File: config.mk
export PLATFORM = sky130hd
export DESIGN_NAME = mod_counter
export DESIGN_NICKNAME = d
export VERILOG_FILES = /design/src/rtl/mod_counter.sv
export SDC_FILE = /design/constraint.sdc
export NUM_CORES = 1
export LEC_CHECK = 0
export ABC_AREA = 1
export CORE_AREA = 2 2 39 41
export DETAILED_ROUTE_END_ITERATION = 6
export DIE_AREA = 0 0 41 43
export PLACE_DENSITY_LB_ADDON = 0.1
export RECOVER_POWER = 25
export SLEW_MARGIN = 20
export SYNTH_ARGS = -nofsm -noshare
export SYNTH_HDL_FRONTEND = slang
export SYNTH_SLANG_ARGS = --single-unit
export TNS_END_PERCENT = 5
File: constraint.sdc
create_clock -name clk -period 2.3 [get_ports clk]
set_input_delay 0.46 -clock clk [delete_from_list [all_inputs] [get_ports clk]]
set_output_delay 0.46 -clock clk [all_outputs]
set_load 0.02 [all_outputs]
File: src/rtl/mod_counter.sv
// -----------------------------------------------------------------------------
// mod_counter
//   Modulo-MOD up/down counter with a clock-enable prescaler, synchronous
//   clear/load, and free-run or one-shot terminal behaviour. Used as the
//   general timebase / event counter in the block library.
//
// Parameters
//   The count is N bits wide and runs over 0 up to the modulus minus one,
//   with the modulus between 2 and 2**N inclusive. PRESCALE (at least 1)
//   sets how many enabled input cycles make up one count step.
//
// Ports
//   clk           in   clock, all state changes on the rising edge
//   reset         in   asynchronous active-low reset
//   en            in   count enable (gates the prescaler and stepping)
//   up_dn         in   direction, 1 = up, 0 = down, sampled on each step
//   one_shot      in   0 = wrap at terminal, 1 = stop at terminal
//   clear         in   synchronous clear (highest priority)
//   load          in   synchronous load of load_val (saturated to MOD-1)
//   load_val      in   [N-1:0] load value
//   count         out  [N-1:0] current count (registered)
//   complete_tick out  one-cycle pulse per wrap / terminal hit (registered)
//   done          out  sticky one-shot terminal flag (registered)
// -----------------------------------------------------------------------------
module mod_counter #(
  parameter int N        = 4,
  parameter int MOD      = 16,
  parameter int PRESCALE = 1
) (
  input  logic         clk,
  input  logic         reset,
  input  logic         en,
  input  logic         up_dn,
  input  logic         one_shot,
  input  logic         clear,
  input  logic         load,
  input  logic [N-1:0] load_val,
  output logic [N-1:0] count,
  output logic         complete_tick,
  output logic         done
);

  localparam int            PW       = (PRESCALE > 1) ? $clog2(PRESCALE) : 1;
  localparam logic [PW-1:0] PRE_LAST = PW'(PRESCALE - 1);
  localparam logic [N-1:0]  CNT_MAX  = N'(MOD - 1);
  // One extra bit so MOD = 2**N is representable for the load saturation test.
  localparam logic [N:0]    MOD_EXT  = (N + 1)'(MOD);

  logic [PW-1:0] pre_q, pre_d;
  logic [N-1:0]  count_q, count_d;
  logic          tick_q, tick_d;
  logic          done_q, done_d;
  logic          step_s;
  logic          at_term_s;

  // Next-state logic: clear > load > step > hold.
  always_comb begin
    pre_d     = pre_q;
    count_d   = count_q;
    tick_d    = 1'b0;
    done_d    = done_q;
    step_s    = en && (pre_q == PRE_LAST);
    // Terminal value depends on the direction sampled in this cycle.
    at_term_s = up_dn ? (count_q == CNT_MAX) : (count_q == {N{1'b0}});

    if (clear) begin
      pre_d   = {PW{1'b0}};
      count_d = {N{1'b0}};
      done_d  = 1'b0;
    end else if (load) begin
      pre_d   = {PW{1'b0}};
      count_d = ({1'b0, load_val} < MOD_EXT) ? load_val : CNT_MAX;
      done_d  = 1'b0;
    end else begin
      if (en) begin
        pre_d = step_s ? {PW{1'b0}} : (pre_q + PW'(1));
      end else begin
        pre_d = pre_q;
      end

      // Once done is set, steps are ignored until clear/load/reset.
      if (step_s && !done_q) begin
        if (at_term_s) begin
          tick_d = 1'b1;
          if (one_shot) begin
            done_d  = 1'b1;
            count_d = count_q;
          end else begin
            count_d = up_dn ? {N{1'b0}} : CNT_MAX;
          end
        end else begin
          count_d = up_dn ? (count_q + N'(1)) : (count_q - N'(1));
        end
      end else begin
        count_d = count_q;
      end
    end
  end

  // State registers with asynchronous active-low reset.
  always_ff @(posedge clk or negedge reset) begin
    if (!reset) begin
      pre_q   <= {PW{1'b0}};
      count_q <= {N{1'b0}};
      tick_q  <= 1'b0;
      done_q  <= 1'b0;
    end else begin
      pre_q   <= pre_d;
      count_q <= count_d;
      tick_q  <= tick_d;
      done_q  <= done_d;
    end
  end

  assign count         = count_q;
  assign complete_tick = tick_q;
  assign done          = done_q;

endmodule
==> results.cfg, run 1 <==
[sta]
min_period_ns = 1.82
rsz0062_at_grt = no
period_share = 0.791
worst_hold_slack_ns = 0.510
slew_headroom = 0.765
finalSetupViolations = 0
skew_ns = 0.00455
hold_viol = 0
worst_slack_ns = 0.481
worst_pin_slew_ns = 0.352
slew_violations = 0
setup-tns-final_ns = 0
fmax_mhz = 550

[route]
dr_wl_met3_um = 57
routedLengthMet1_um = 497
drtAntennaViolNets = 0
wl_met2_um = 516
drc = 0
routed.top_layer = met4
dr.pass1.iters = 4
routed_wl_um = 1090
drt_iter0_markers = 6
vias = 515
wl_per_cell_um = 9.95
post_drt_via_cell_ratio = 4.72

[global_routing]
grt_pass1_wl_um = 1930
overflow = 0
antenna_found_initial = 0
grt_max_degree = 9
grt_pass1_vias = 477
grt.total_usage = 0.168

[die]
ioPinCount = 17
rows = 14
initial_core_util = 0.399
die_area_sq_um = 1760
die-height_um = 43
core_area_sq_um = 1380
die_x_um = 41

[placed_design]
dp_slack_ns = 0.205
port_buffers = 16
place_congestion = 0.667
hpwl_um = 899

[synthesis]
syn_area_per_cell_sq_um = 7.66
synth_cell_types = 22
syn_inst = 72
synth_seq_cells = 7
synth_edf_count = 0
synth_common_cells = nand2_1 (21), inv_1 (8), dfrtp_1 (7), nor2_1 (7)
yosys.area.top_type_share = 0.317
yosys_warnings = 0
yosysTopAreaCell = dfrtp_1
synth.top_cells.by_area = dfrtp_1 (32%), nand2_1 (14%), inv_1 (5.4%)
synth_nets = 86
syn_area_sq_um = 552
ys_async_sr_fraction = 1.00
yosysSeqAreaShare = 0.317
synthFlopType = dfrtp_1
synth_most_common_cell = nand2_1

[cts]
post_cts_resized = 0
root_buffer = clkbuf_4
cts_tree = yes
clock_sinks = 7
postCtsSetupBuffers = 0
clk_pin_slew_ns = 0.06
cts_buffers = 3
htree_levels = 1
cts_buffer_depth = 2
hold_buffers = 0
insertion_delay_ns = 0.26

[critical_path]
crit_path_start_kind = flip-flop
critPathMaxFanout = 7
cpPeakStageDelay_ns = 0.65
required_ns = 1.84
worstPathCellList = clkdlybuf4s50_1
critPathArrivalTime_ns = 1.36
path_class = reg -> out
worst-path-buf-inv = 1
crit_family = buffers and inverters
worst_setup_path_end_kind = output pin
slowest_stage = clkdlybuf4s50_1

[finish]
n_antenna_cell = 0
syn2layout_area_growth_pct = 38.8
layout-drive-gt1-share = 0.161
final_nets = 108

[min_path]
hp-class = reg -> reg

[run]
cap_violations = 0

[pwr]
p_per_area_nw_per_um2 = 551
p_leak_nw = 0.364
ir_worst_vdd_v = 0.000349
power.total_uw = 422

[status]
outcome = completed
==> sequential cells by signal, indices dropped and copies added (netlist names) <==
signal	count
done	1
pre_q	1
count	4
complete_tick	1
==> worst register-to-register path, cell delays in order, from the launching register on <==
cell	delay (ns)
dfrtp_1	0.46
inv_1	0.09
fa_1	0.40
xor2_1	0.17
nand2_1	0.05
nand2_1	0.05
nand2_1	0.05
nand2_1	0.05
o21ai_1	0.11
==> final timing paths <==
check / start / end / slack (ns) / depth (start not counted)
hold reg to reg: pre_q / pre_q / 0.51 / 2
min in group asynchronous: reset / complete_tick / 0.54 / 1
hold / removal: pre_q / pre_q / 0.51 / 2
setup reg to reg: count[0] / count[2] / 0.80 / 8
setup / recovery: count[0] / count[0] / 0.48 / 1
max in group asynchronous: reset / count[0] / 1.50 / 1
==> metrics by stage <==
| stage | area [sq um] | util | instances |
|---|---|---|---|
| finish | 766 | 0.553 | 109 |
| global route | 766 | 0.553 | 109 |
| CTS | 766 | 0.553 | 109 |
| detailed placement | 739 | 0.534 | 105 |
| global placement | 739 | 0.534 | 105 |
| floorplan | 552 | - | 72 |
==> layout by cell type, fill, tap and decap left out <==
cell type,count
nand3_1,4
nand2_1,21
nor2_2,2
o21ai_0,4
a21oi_1,1
clkbuf_1,1
nor2_1,7
buf_4,1
nand2_4,2
nor4_1,1
or2_2,1
o21ai_1,1
nand3b_1,1
nor2_8,1
dlygate4sd3_1,1
clkbuf_4,3
ha_1,2
dfrtp_1,7
o21a_1,1
nand3_2,1
fa_1,1
inv_1,8
xnor2_1,1
clkdlybuf4s50_1,15
nand3_4,1
nand2_2,3
xor2_1,1
==> area by class of cell <==
type	count	area, sq um
multi-input cells	57	347
inverters	8	30.0
clock buffers	4	26.3
repair buffers	17	168
flip-flops and latches	7	175
well taps	16	20.0
fillers	136	618
==> metal layers <==
metal | vias up | GRT usage
met5 | - | 0
met4 | 0 | 0.100
met3 | 2 | 0.0576
met2 | 15 | 0.247
met1 | 228 | 0.203
li1 | 270 | -
==> cells by family after synthesis <==
family,synth area share
AO/OA/AOI/OAI,0.0680
XOR/XNOR,0.0318
AND/OR/NAND/NOR,0.447
adder cells (fa/ha/maj),0.0816
buffers and inverters,0.0544
flip-flops,0.317
==> power breakdown <==
| group | switching, mW | internal, mW |
|---|---|---|
| sequential | 0.0142 | 0.134 |
| clock | 0.0492 | 0.0665 |
| combinational | 0.0837 | 0.0747 |
(Power assumes the default switching activity.)
==> inputs of run 2 (changes only) <==
- clock period: 2.3 -> 1.8 ns (I/O delays scaled with it)
==> run 2 against run 1 <==
Critical path depth stayed put. Hold slack worse by 0.057 ns. First-iteration DRC count is 33% lower. Via count is 0.78% lower. Sequential share of layout area is 0.58 points lower. Core utilization is 1.4 points higher. Largest power group unchanged. Register-to-register slack worse by 0.51 ns. Non-clock buffer count is 2 higher. Final cell count is 1.8% higher. Critical endpoint is now count[3]. Final area is 2.6% higher. Worst setup slack worse by 0.32 ns. Count of clock-buffer cells in the layout stayed put.
==> results.cfg, run 2 (synthesis results as in run 1) <==
[cts]
clk_pin_slew_ns = 0.05
hold_buffers = 0
clock_sinks = 7
root_buffer = clkbuf_4
insertion_delay_ns = 0.25
htree_levels = 1
postCtsSetupBuffers = 0
cts_buffers = 3
post_cts_resized = 0
cts_tree = yes
cts_buffer_depth = 2

[critical_path]
path_depth = 1
cpPeakStageDelay_ns = 0.62
critPathMaxFanout = 5
required_ns = 1.44
worst_setup_path_end_kind = output pin
slowest_stage = clkdlybuf4s50_1
worst-path-buf-inv = 1
path_class = reg -> out
crit_family = buffers and inverters
rr_worst_depth = 6
crit_path_start_kind = flip-flop
critPathArrivalTime_ns = 1.28
worstPathCellList = clkdlybuf4s50_1

[die]
initial_core_util = 0.399
die-height_um = 43
die_area_sq_um = 1760
ioPinCount = 17
die_x_um = 41
core_area_sq_um = 1380
rows = 14

[sta]
slew_violations = 0
min_period_ns = 1.64
hold_viol = 0
fmax_mhz = 609
worst_pin_slew_ns = 0.350
skew_ns = 0.00179
finalSetupViolations = 0
period_share = 0.912
slew_headroom = 0.766
setup-tns-final_ns = 0
rsz0062_at_grt = no

[pwr]
p_per_area_nw_per_um2 = 689
intPower_uw = 356
pwr-share-seq = 0.349
p_leak_nw = 0.394
switchingPower_uw = 185
switching_share = 0.342
clkPwrFrac = 0.265
power.total_uw = 541
ir_worst_vdd_v = 0.000348
share_comb_of_total_power = 0.387

[route]
dr.pass1.iters = 2
routed_wl_um = 1120
vias = 511
drtAntennaViolNets = 0
drt_iter0_markers = 4
wl_per_cell_um = 10.1
post_drt_via_cell_ratio = 4.60
drc = 0

[global_routing]
antenna_found_initial = 0
grt_pass1_vias = 504
overflow = 0
grt_pass1_wl_um = 1970
grt_max_degree = 9
grt.total_usage = 0.169

[finish]
final_nets = 110
mostFrequentLayoutCells = nand2_1 (21), clkdlybuf4s50_1 (13), inv_1 (7), nor2_1 (7), dfrtp_1 (7)
syn2layout_area_growth_pct = 42.4
layout-drive-gt1-share = 0.189
largest_reg_flops = 4
n_antenna_cell = 0
final_common_cell = nand2_1

[placed_design]
hpwl_um = 926
port_buffers = 16
place_congestion = 0.676

[status]
outcome = completed

[min_path]
hp-class = in -> async

[run]
cap_violations = 0
run 2: cell count changes in the layout (fill, tap and decap cells not counted):
cell	previous run	this run
buf_4	1	3
clkdlybuf4s50_1	15	13
dlymetal6s2s_1	0	2
inv_1	8	7
inv_2	0	1
run 2: path summary, 6_finish.rpt:
kind,start,end,slack (ns)
max in group asynchronous,reset,count[2],1.09
min,reset,pre_q,0.45
max reg2reg,count[0],count[1],0.29
max,count[3],count[3],0.16
min in group clk,pre_q,pre_q,0.52
min reg2reg,pre_q,pre_q,0.52
run 2: layout make-up:
class | instances | area [sq um]
fillers | 141 | 598
flip-flops and latches | 7 | 175
clock buffers | 4 | 26.3
well taps | 16 | 20.0
inverters | 8 | 30.0
multi-input cells | 57 | 347
repair buffers | 19 | 188
run 2: power groups by stage:
stage / Sequential, mW / Combinational [mW] / Clock, mW
5_1_grt: 0.192 / 0.237 / 0.167
2_1_floorplan: 0.206 / 0.111 / 0
3_3_place_gp: 0.192 / 0.212 / 0
4_1_cts: 0.189 / 0.214 / 0.148
6_report: 0.189 / 0.209 / 0.143
3_5_place_dp: 0.192 / 0.213 / 0
run 2: layer usage:
metal,vias up,routed length (um),global-route usage
li1,273,-,-
met1,226,525,0.216
met2,10,535,0.244
met3,2,38,0.0314
met4,0,17,0.120
met5,-,0,0
run 2: metrics by stage:
step	hold slack [ns]	instances	setup WS, ns	util	cell area [sq um]
after global placement	0.495	107	-0.155	0.545	754
after global routing	0.444	111	0.0602	0.568	786
after floorplan	0.0644	72	0.268	-	552
after CTS	0.390	111	0.0669	0.564	781
after detailed placement	0.511	107	-0.180	0.545	754
final	0.453	111	0.158	0.568	786
